[config.mk]
export PLATFORM = sky130hd
export DESIGN_NAME = seven_seg_scan
export DESIGN_NICKNAME = d
export VERILOG_FILES = /design/src/rtl/seven_seg_scan_pkg.sv /design/src/rtl/seven_seg_scan_bcd_to_7seg.sv /design/src/rtl/seven_seg_scan.sv
export SDC_FILE = /design/constraint.sdc
export NUM_CORES = 1
export LEC_CHECK = 0
export CORE_MARGIN = 2
export CORE_UTILIZATION = 49
export CTS_CLUSTER_DIAMETER = 100
export DETAILED_ROUTE_END_ITERATION = 6
export PLACE_DENSITY = 0.79
export SETUP_SLACK_MARGIN = 0.05
export SLEW_MARGIN = 20
export SYNTH_ARGS = -nofsm -noshare
export SYNTH_HDL_FRONTEND = slang
export SYNTH_SLANG_ARGS = --single-unit
export TNS_END_PERCENT = 1
[constraint.sdc]
create_clock -name i_clk -period 2.2 [get_ports i_clk]
set_input_delay 0.44 -clock i_clk [delete_from_list [all_inputs] [get_ports i_clk]]
set_output_delay 0.44 -clock i_clk [all_outputs]
set_load 0.05 [all_outputs]
[src/rtl/seven_seg_scan_pkg.sv]
// Shared definitions for the stopwatch seven-segment scanner.
// Glyphs are active-low, bit 0 = segment a ... bit 6 = segment g.
package seven_seg_scan_pkg;

    localparam int NUM_DIGITS = 3;

    localparam logic [6:0] SEG_0    = 7'h40;
    localparam logic [6:0] SEG_1    = 7'h79;
    localparam logic [6:0] SEG_2    = 7'h24;
    localparam logic [6:0] SEG_3    = 7'h30;
    localparam logic [6:0] SEG_4    = 7'h19;
    localparam logic [6:0] SEG_5    = 7'h12;
    localparam logic [6:0] SEG_6    = 7'h02;
    localparam logic [6:0] SEG_7    = 7'h78;
    localparam logic [6:0] SEG_8    = 7'h00;
    localparam logic [6:0] SEG_9    = 7'h10;
    localparam logic [6:0] SEG_DASH = 7'h3F;
    localparam logic [6:0] SEG_OFF  = 7'h7F;

    typedef enum logic [1:0] {
        ST_RESET = 2'd0,
        ST_BLANK = 2'd1,
        ST_SHOW  = 2'd2
    } state_e;

endpackage

[src/rtl/seven_seg_scan_bcd_to_7seg.sv]
// Combinational BCD to active-low seven-segment decoder.
// Non-BCD codes (10..15) render as a dash so bad timer data is visible.
module bcd_to_7seg
    import seven_seg_scan_pkg::*;
(
    input  logic [3:0] i_bcd,
    output logic [6:0] o_seg
);

    always_comb begin
        case (i_bcd)
            4'd0:    o_seg = SEG_0;
            4'd1:    o_seg = SEG_1;
            4'd2:    o_seg = SEG_2;
            4'd3:    o_seg = SEG_3;
            4'd4:    o_seg = SEG_4;
            4'd5:    o_seg = SEG_5;
            4'd6:    o_seg = SEG_6;
            4'd7:    o_seg = SEG_7;
            4'd8:    o_seg = SEG_8;
            4'd9:    o_seg = SEG_9;
            default: o_seg = SEG_DASH;
        endcase
    end

endmodule

[src/rtl/seven_seg_scan.sv]
// Three-digit multiplexed display driver: per-slot blanking guard, frame-coherent
// input snapshot and leading-zero suppression. All pins are registered.
module seven_seg_scan
    import seven_seg_scan_pkg::*;
#(
    parameter int CLK_HZ       = 100_000_000,
    parameter int REFRESH_HZ   = 1000,
    parameter int BLANK_CYCLES = 64
) (
    input  logic       i_clk,
    input  logic       i_rst,
    input  logic [3:0] i_digit1,
    input  logic [3:0] i_digit2,
    input  logic [3:0] i_digit3,
    input  logic [2:0] i_dp,
    input  logic       i_lz_blank,
    output logic [6:0] o_seg,
    output logic       o_dp,
    output logic [2:0] o_en,
    output logic       o_frame,
    output state_e     o_state
);

    localparam int DWELL = CLK_HZ / REFRESH_HZ;
    localparam int CW    = $clog2(DWELL);
    localparam logic [CW-1:0] CNT_LAST  = CW'(DWELL - 1);
    localparam logic [CW-1:0] BLANK_END = CW'(BLANK_CYCLES);
    localparam logic [1:0]    SLOT_LAST = 2'(NUM_DIGITS - 1);

    state_e                         state_q, state_d;
    logic [CW-1:0]                  cnt_q, cnt_d;
    logic [1:0]                     slot_q, slot_d;
    logic [NUM_DIGITS-1:0][3:0]     snap_dig_q, snap_dig_d;
    logic [NUM_DIGITS-1:0]          snap_dp_q, snap_dp_d;
    logic                           snap_lz_q, snap_lz_d;
    logic [6:0]                     seg_q, seg_d;
    logic                           dp_q, dp_d;
    logic [2:0]                     en_q, en_d;
    logic                           frame_q, frame_d;

    logic       frame_start;
    logic       blank2, blank1, slot_hidden, show;
    logic [3:0] dig_mux;
    logic [6:0] glyph;

    assign frame_start = (slot_q == 2'd0) && (cnt_q == '0);

    always_ff @(posedge i_clk or negedge i_rst) begin
        if (!i_rst) begin
            state_q    <= ST_RESET;
            cnt_q      <= '0;
            slot_q     <= 2'd0;
            snap_dig_q <= '0;
            snap_dp_q  <= '0;
            snap_lz_q  <= 1'b0;
        end else begin
            state_q    <= state_d;
            cnt_q      <= cnt_d;
            slot_q     <= slot_d;
            snap_dig_q <= snap_dig_d;
            snap_dp_q  <= snap_dp_d;
            snap_lz_q  <= snap_lz_d;
        end
    end

    // state_q describes the phase of the current counter value
    always_comb begin
        cnt_d      = (cnt_q == CNT_LAST) ? '0 : cnt_q + 1'b1;
        slot_d     = slot_q;
        if (cnt_q == CNT_LAST) begin
            slot_d = (slot_q == SLOT_LAST) ? 2'd0 : slot_q + 2'd1;
        end
        state_d    = (cnt_d < BLANK_END) ? ST_BLANK : ST_SHOW;
        snap_dig_d = snap_dig_q;
        snap_dp_d  = snap_dp_q;
        snap_lz_d  = snap_lz_q;
        if (frame_start) begin
            snap_dig_d = {i_digit3, i_digit2, i_digit1};
            snap_dp_d  = i_dp;
            snap_lz_d  = i_lz_blank;
        end
    end

    assign dig_mux = snap_dig_q[slot_q];

    bcd_to_7seg u_dec (
        .i_bcd (dig_mux),
        .o_seg (glyph)
    );

    // A hidden leading zero keeps its slot dark for the whole dwell
    always_comb begin
        blank2      = snap_lz_q && (snap_dig_q[2] == 4'd0);
        blank1      = blank2 && (snap_dig_q[1] == 4'd0);
        slot_hidden = ((slot_q == 2'd2) && blank2) || ((slot_q == 2'd1) && blank1);
        show        = (state_q == ST_SHOW) && !slot_hidden;
        seg_d       = SEG_OFF;
        dp_d        = 1'b1;
        en_d        = 3'b111;
        frame_d     = frame_start;
        if (show) begin
            seg_d = glyph;
            dp_d  = ~snap_dp_q[slot_q];
            en_d  = ~(3'b001 << slot_q);
        end
    end

    always_ff @(posedge i_clk or negedge i_rst) begin
        if (!i_rst) begin
            seg_q   <= SEG_OFF;
            dp_q    <= 1'b1;
            en_q    <= 3'b111;
            frame_q <= 1'b0;
        end else begin
            seg_q   <= seg_d;
            dp_q    <= dp_d;
            en_q    <= en_d;
            frame_q <= frame_d;
        end
    end

    assign o_seg   = seg_q;
    assign o_dp    = dp_q;
    assign o_en    = en_q;
    assign o_frame = frame_q;
    assign o_state = state_q;

endmodule
==> summary.txt <==
STA
  • Minimum clock period: about 2.2 ns
  • Skew final: 0.006124 ns
  • # setup viols final: 0
  • Fmax: 465.1 MHz
  • RSZ-0062 raised after global routing: yes
  • Worst slew pin tran: 0.5738 ns
  • Final Cycle Share: 0.9774
  • Slew HR: 0.6175
  • Hold Fails Final Rpt: 0
  • Slew Limit Fails: 0

Route
  • ANT nets after route: 0
  • Drt total wl: roughly 4600 µm
  • Vias: roughly 1,800
  • Wire per inst: 13.75 µm
  • Vias per inst: 5.226
  • # DRC: 0
  • TritonRoute pass-1 iters: 5
  • Initial DRC Count: 96

Logic synthesis
  • Seq/Total Area, Yosys: 0.5108
  • Mapped Area: 2427 µm²
  • Mean Syn Cell Area: approximately 11 µm²
  • Synthesized netlist cell count: about 220
  • Area contributors post-synth: dfrtp_1 39%, dfstp_2 12%, mux2_2 7.9%
  • Top-area cell type share of the netlist area: 0.3918
  • Yosys top cell by area: dfrtp_1
  • Syn nets: 243
  • Distinct cells, synth: 45
  • Ys Warns: 0
  • Number of synthesized register bits: 49

Finish
  • Fraction of layout cells with a size suffix above 1: 0.2528
  • Area Overhead vs Synth: 26.19%
  • Multi-input gate area: 1122 µm²
  • Antenna cell count: 0
  • Fin area: 3063 µm²
  • Post-layout nets: a little under 300
  • Layout fillers: 397
  • Register area: about 1200 µm²

Clocking
  • CTS tree: built
  • Root Driver: clkbuf_8
  • H-Tree Depth: 2
  • Total CTS buffers: 5
  • Clock-pin slew on the worst setup and hold paths: around 0.09 ns
  • Clock Latency Late Sink: 0.31 ns
  • Hold Buf Count CTS: 0
  • CTS Sinks: 49
  • Clock Tree Buf Depth: 2

Pwr
  • Clk pwr share: 0.338
  • Switching fraction of total power: 0.2273
  • PD cells: 504.0 nW/µm²
  • Int Pwr: 1.193 mW
  • Max VDD drop: approximately 0.37 mV
  • Comb pwr share: 0.062
  • Static Leak: 1.296 nW
  • Flop pwr share: 0.600
  • Switching power: 0.3509 mW
  • Pwr Total: ~1.5 mW

Floorplan
  • Initial Util: 0.5105
  • I/O pin count: 32
  • Die footprint: ~5500 µm²
  • Width of the die: around 74 µm
  • Die height: 74.38 µm
  • Num rows: 25
  • Core Region: around 4800 µm²

Global routing
  • GRT overflow: 0
  • Vias in the first global route: about 1,700
  • Total GRT Usage: 0.1961
  • Largest net degree at the start of global routing: 26
  • First-pass GRT wire length: approximately 8000 µm
  • Antenna violations before repair: 0

Critical path
  • Worst path max stage delay: 0.45 ns
  • Critical path arrival: 2.35 ns
  • Register-to-register setup slack: 0.05 ns
  • WS Path Type: reg2reg
  • CP Depth: 6
  • Crit path cell chain: ha_4 -> nand4_1 -> or4_4 -> mux2_4 -> a2111o_1 -> a211o_1
  • CP Launch Type: flop
  • Max FO, Critical Path: 2
  • Endpoint class of the critical path: flop
  • Top cell family by delay on the critical path: compound AO/OA/AOI/OAI gates
  • Critical Path RT: 2.40 ns
  • R2R cell count: 6
  • CP max stage cell: or4_4
  • Worst path buffer plus inverter count: 0

Min path
  • Hold Path Class: in2async

Placement
  • Post-Place Cell Area: approximately 3000 µm²
  • Final Wtd Congestion: 0.9596
  • DP HPWL: 3484 µm
  • IO buf count: 31

Flow run
  • Maxcap violations: 0

Outcome
  • Status: finished clean
## stage by stage
stage / hold WS [ns] / util / TNS, ns / std cells / setup slack (ns)
global route: 0.1578 / 0.6442 / -0.01857 / 336 / -0.01857
CTS: 0.1259 / 0.6429 / 0 / 336 / 0.05454
finish: 0.1173 / 0.6442 / 0 / 336 / 0.04973
detailed placement: 0.4645 / 0.6229 / 0 / 327 / 0.03179
floorplan: 0.1444 / - / -0.05706 / 218 / -0.05706
global placement: 0.4582 / 0.6229 / 0 / 327 / 0.05997
## Yosys cell counts (all sizes together)
cell and instances:
dfrtp 38, nand2 19, mux2 18, nor2 14, nor3 13, dfstp 11
mux2i 10, xnor2 10, o21ai 9, inv 8, ha 7, clkbuf 6
nand4 6, nor4 6, nand3 5, xor2 5, buf 4, o2bb2ai 3
a211oi 2, a21oi 2, and2 2, nand2b 2, nor2b 2, or3 2
a2111o 1, a211o 1, a21o 1, a2bb2oi 1, a311oi 1, and3 1
and4 1, and4b 1, clkinv 1, nand4b 1, o21a 1, o221ai 1
or2 1, or4 1
## kinds of logic (layout without fill, tap and decap cells)
family	Yosys count	after routing	synth area share
AOI/OAI and AO/OA	23	23	0.06495
muxes	28	28	0.1263
buffers and inverters	19	70	0.03453
adders and majority gates	7	7	0.03608
DFF	49	49	0.5108
and+or+nand+nor	77	77	0.1732
xor gates and xnor gates	15	15	0.05412
## worst register-to-register path, stage by stage, from the launching register on
cell and delay [ns]:
dfrtp_1 0.40, ha_4 0.15, nand4_1 0.12, or4_4 0.45, mux2_4 0.31, a2111o_1 0.37, a211o_1 0.23
## cell usage in the layout (no fill, tap or decap), types with 5 or more instances in the layout
master / synthesis / routed
mux2_2: 17 / 17
xnor2_1: 10 / 10
inv_1: 8 / 8
dfstp_2: 11 / 11
clkbuf_8: 0 / 5
nor3_1: 12 / 12
o21ai_0: 9 / 9
ha_1: 7 / 6
buf_4: 0 / 20
nand4_1: 5 / 5
mux2i_1: 10 / 10
nor2_1: 14 / 14
nand2_1: 18 / 18
dfrtp_1: 38 / 38
xor2_1: 5 / 5
nand3_1: 5 / 5
nor4_1: 6 / 5
clkdlybuf4s50_1: 0 / 30
## final timing paths
| kind | from | endpoint |
|---|---|---|
| hold reg to reg | snap_dig_q[3]$_DFFE_PN0P_ | snap_dig_q[3]$_DFFE_PN0P_ |
| hold / removal | i_rst | snap_dig_q[0]$_DFFE_PN0P_ |
| setup reg to reg | cnt_q[1]$_DFF_PN0_ | o_state[1]$_DFF_PN0_ |
| setup / recovery | cnt_q[1]$_DFF_PN0_ | o_state[1]$_DFF_PN0_ |
| max in group asynchronous | i_rst | o_dp$_DFF_PN1_ |
| min in group i_clk | snap_dig_q[3]$_DFFE_PN0P_ | snap_dig_q[3]$_DFFE_PN0P_ |
## per-layer routing
layer	global-route usage	wire length [µm]	up-vias	share of wire
li1	-	-	864	-
met1	0.2711	2236	855	0.48
met2	0.3068	2149	31	0.47
met3	0.04472	164	6	0.035
met4	0.06548	69	0	0.015
met5	0	0	-	0
## power groups by stage
stage          sequential [mW]  clock, mW  combinational [mW]
5_1_grt                  0.928      0.566               0.108
4_1_cts                  0.926      0.535              0.0977
3_3_place_gp             0.942          0              0.0946
6_report                 0.926      0.522              0.0961
3_5_place_dp             0.943          0              0.0970
2_1_floorplan            0.940          0              0.0375
## area by class of cell
class | instances | share of cell area
sequential | 49 | 0.4048
multi-input combinational | 150 | 0.3664
timing repair buffer | 53 | 0.1618
tap | 67 | 0.02737
clock buffer | 6 | 0.02369
inverter | 9 | 0.01103
clock inverter | 2 | 0.004902
## flip-flops by register name (all words and copies together) (netlist names)
register,cells
cnt_q,17
snap_dig_q,12
o_seg,7
o_en,3
snap_dp_q,3
o_state,2
slot_q,2
o_dp,1
o_frame,1
snap_lz_q,1
## repair_timing
item,in CTS,in global routing
setup endpoints to repair,1,13
setup buffers,1,0
gates resized for setup,0,1
Note: power is estimated with default switching activity, not from simulation.
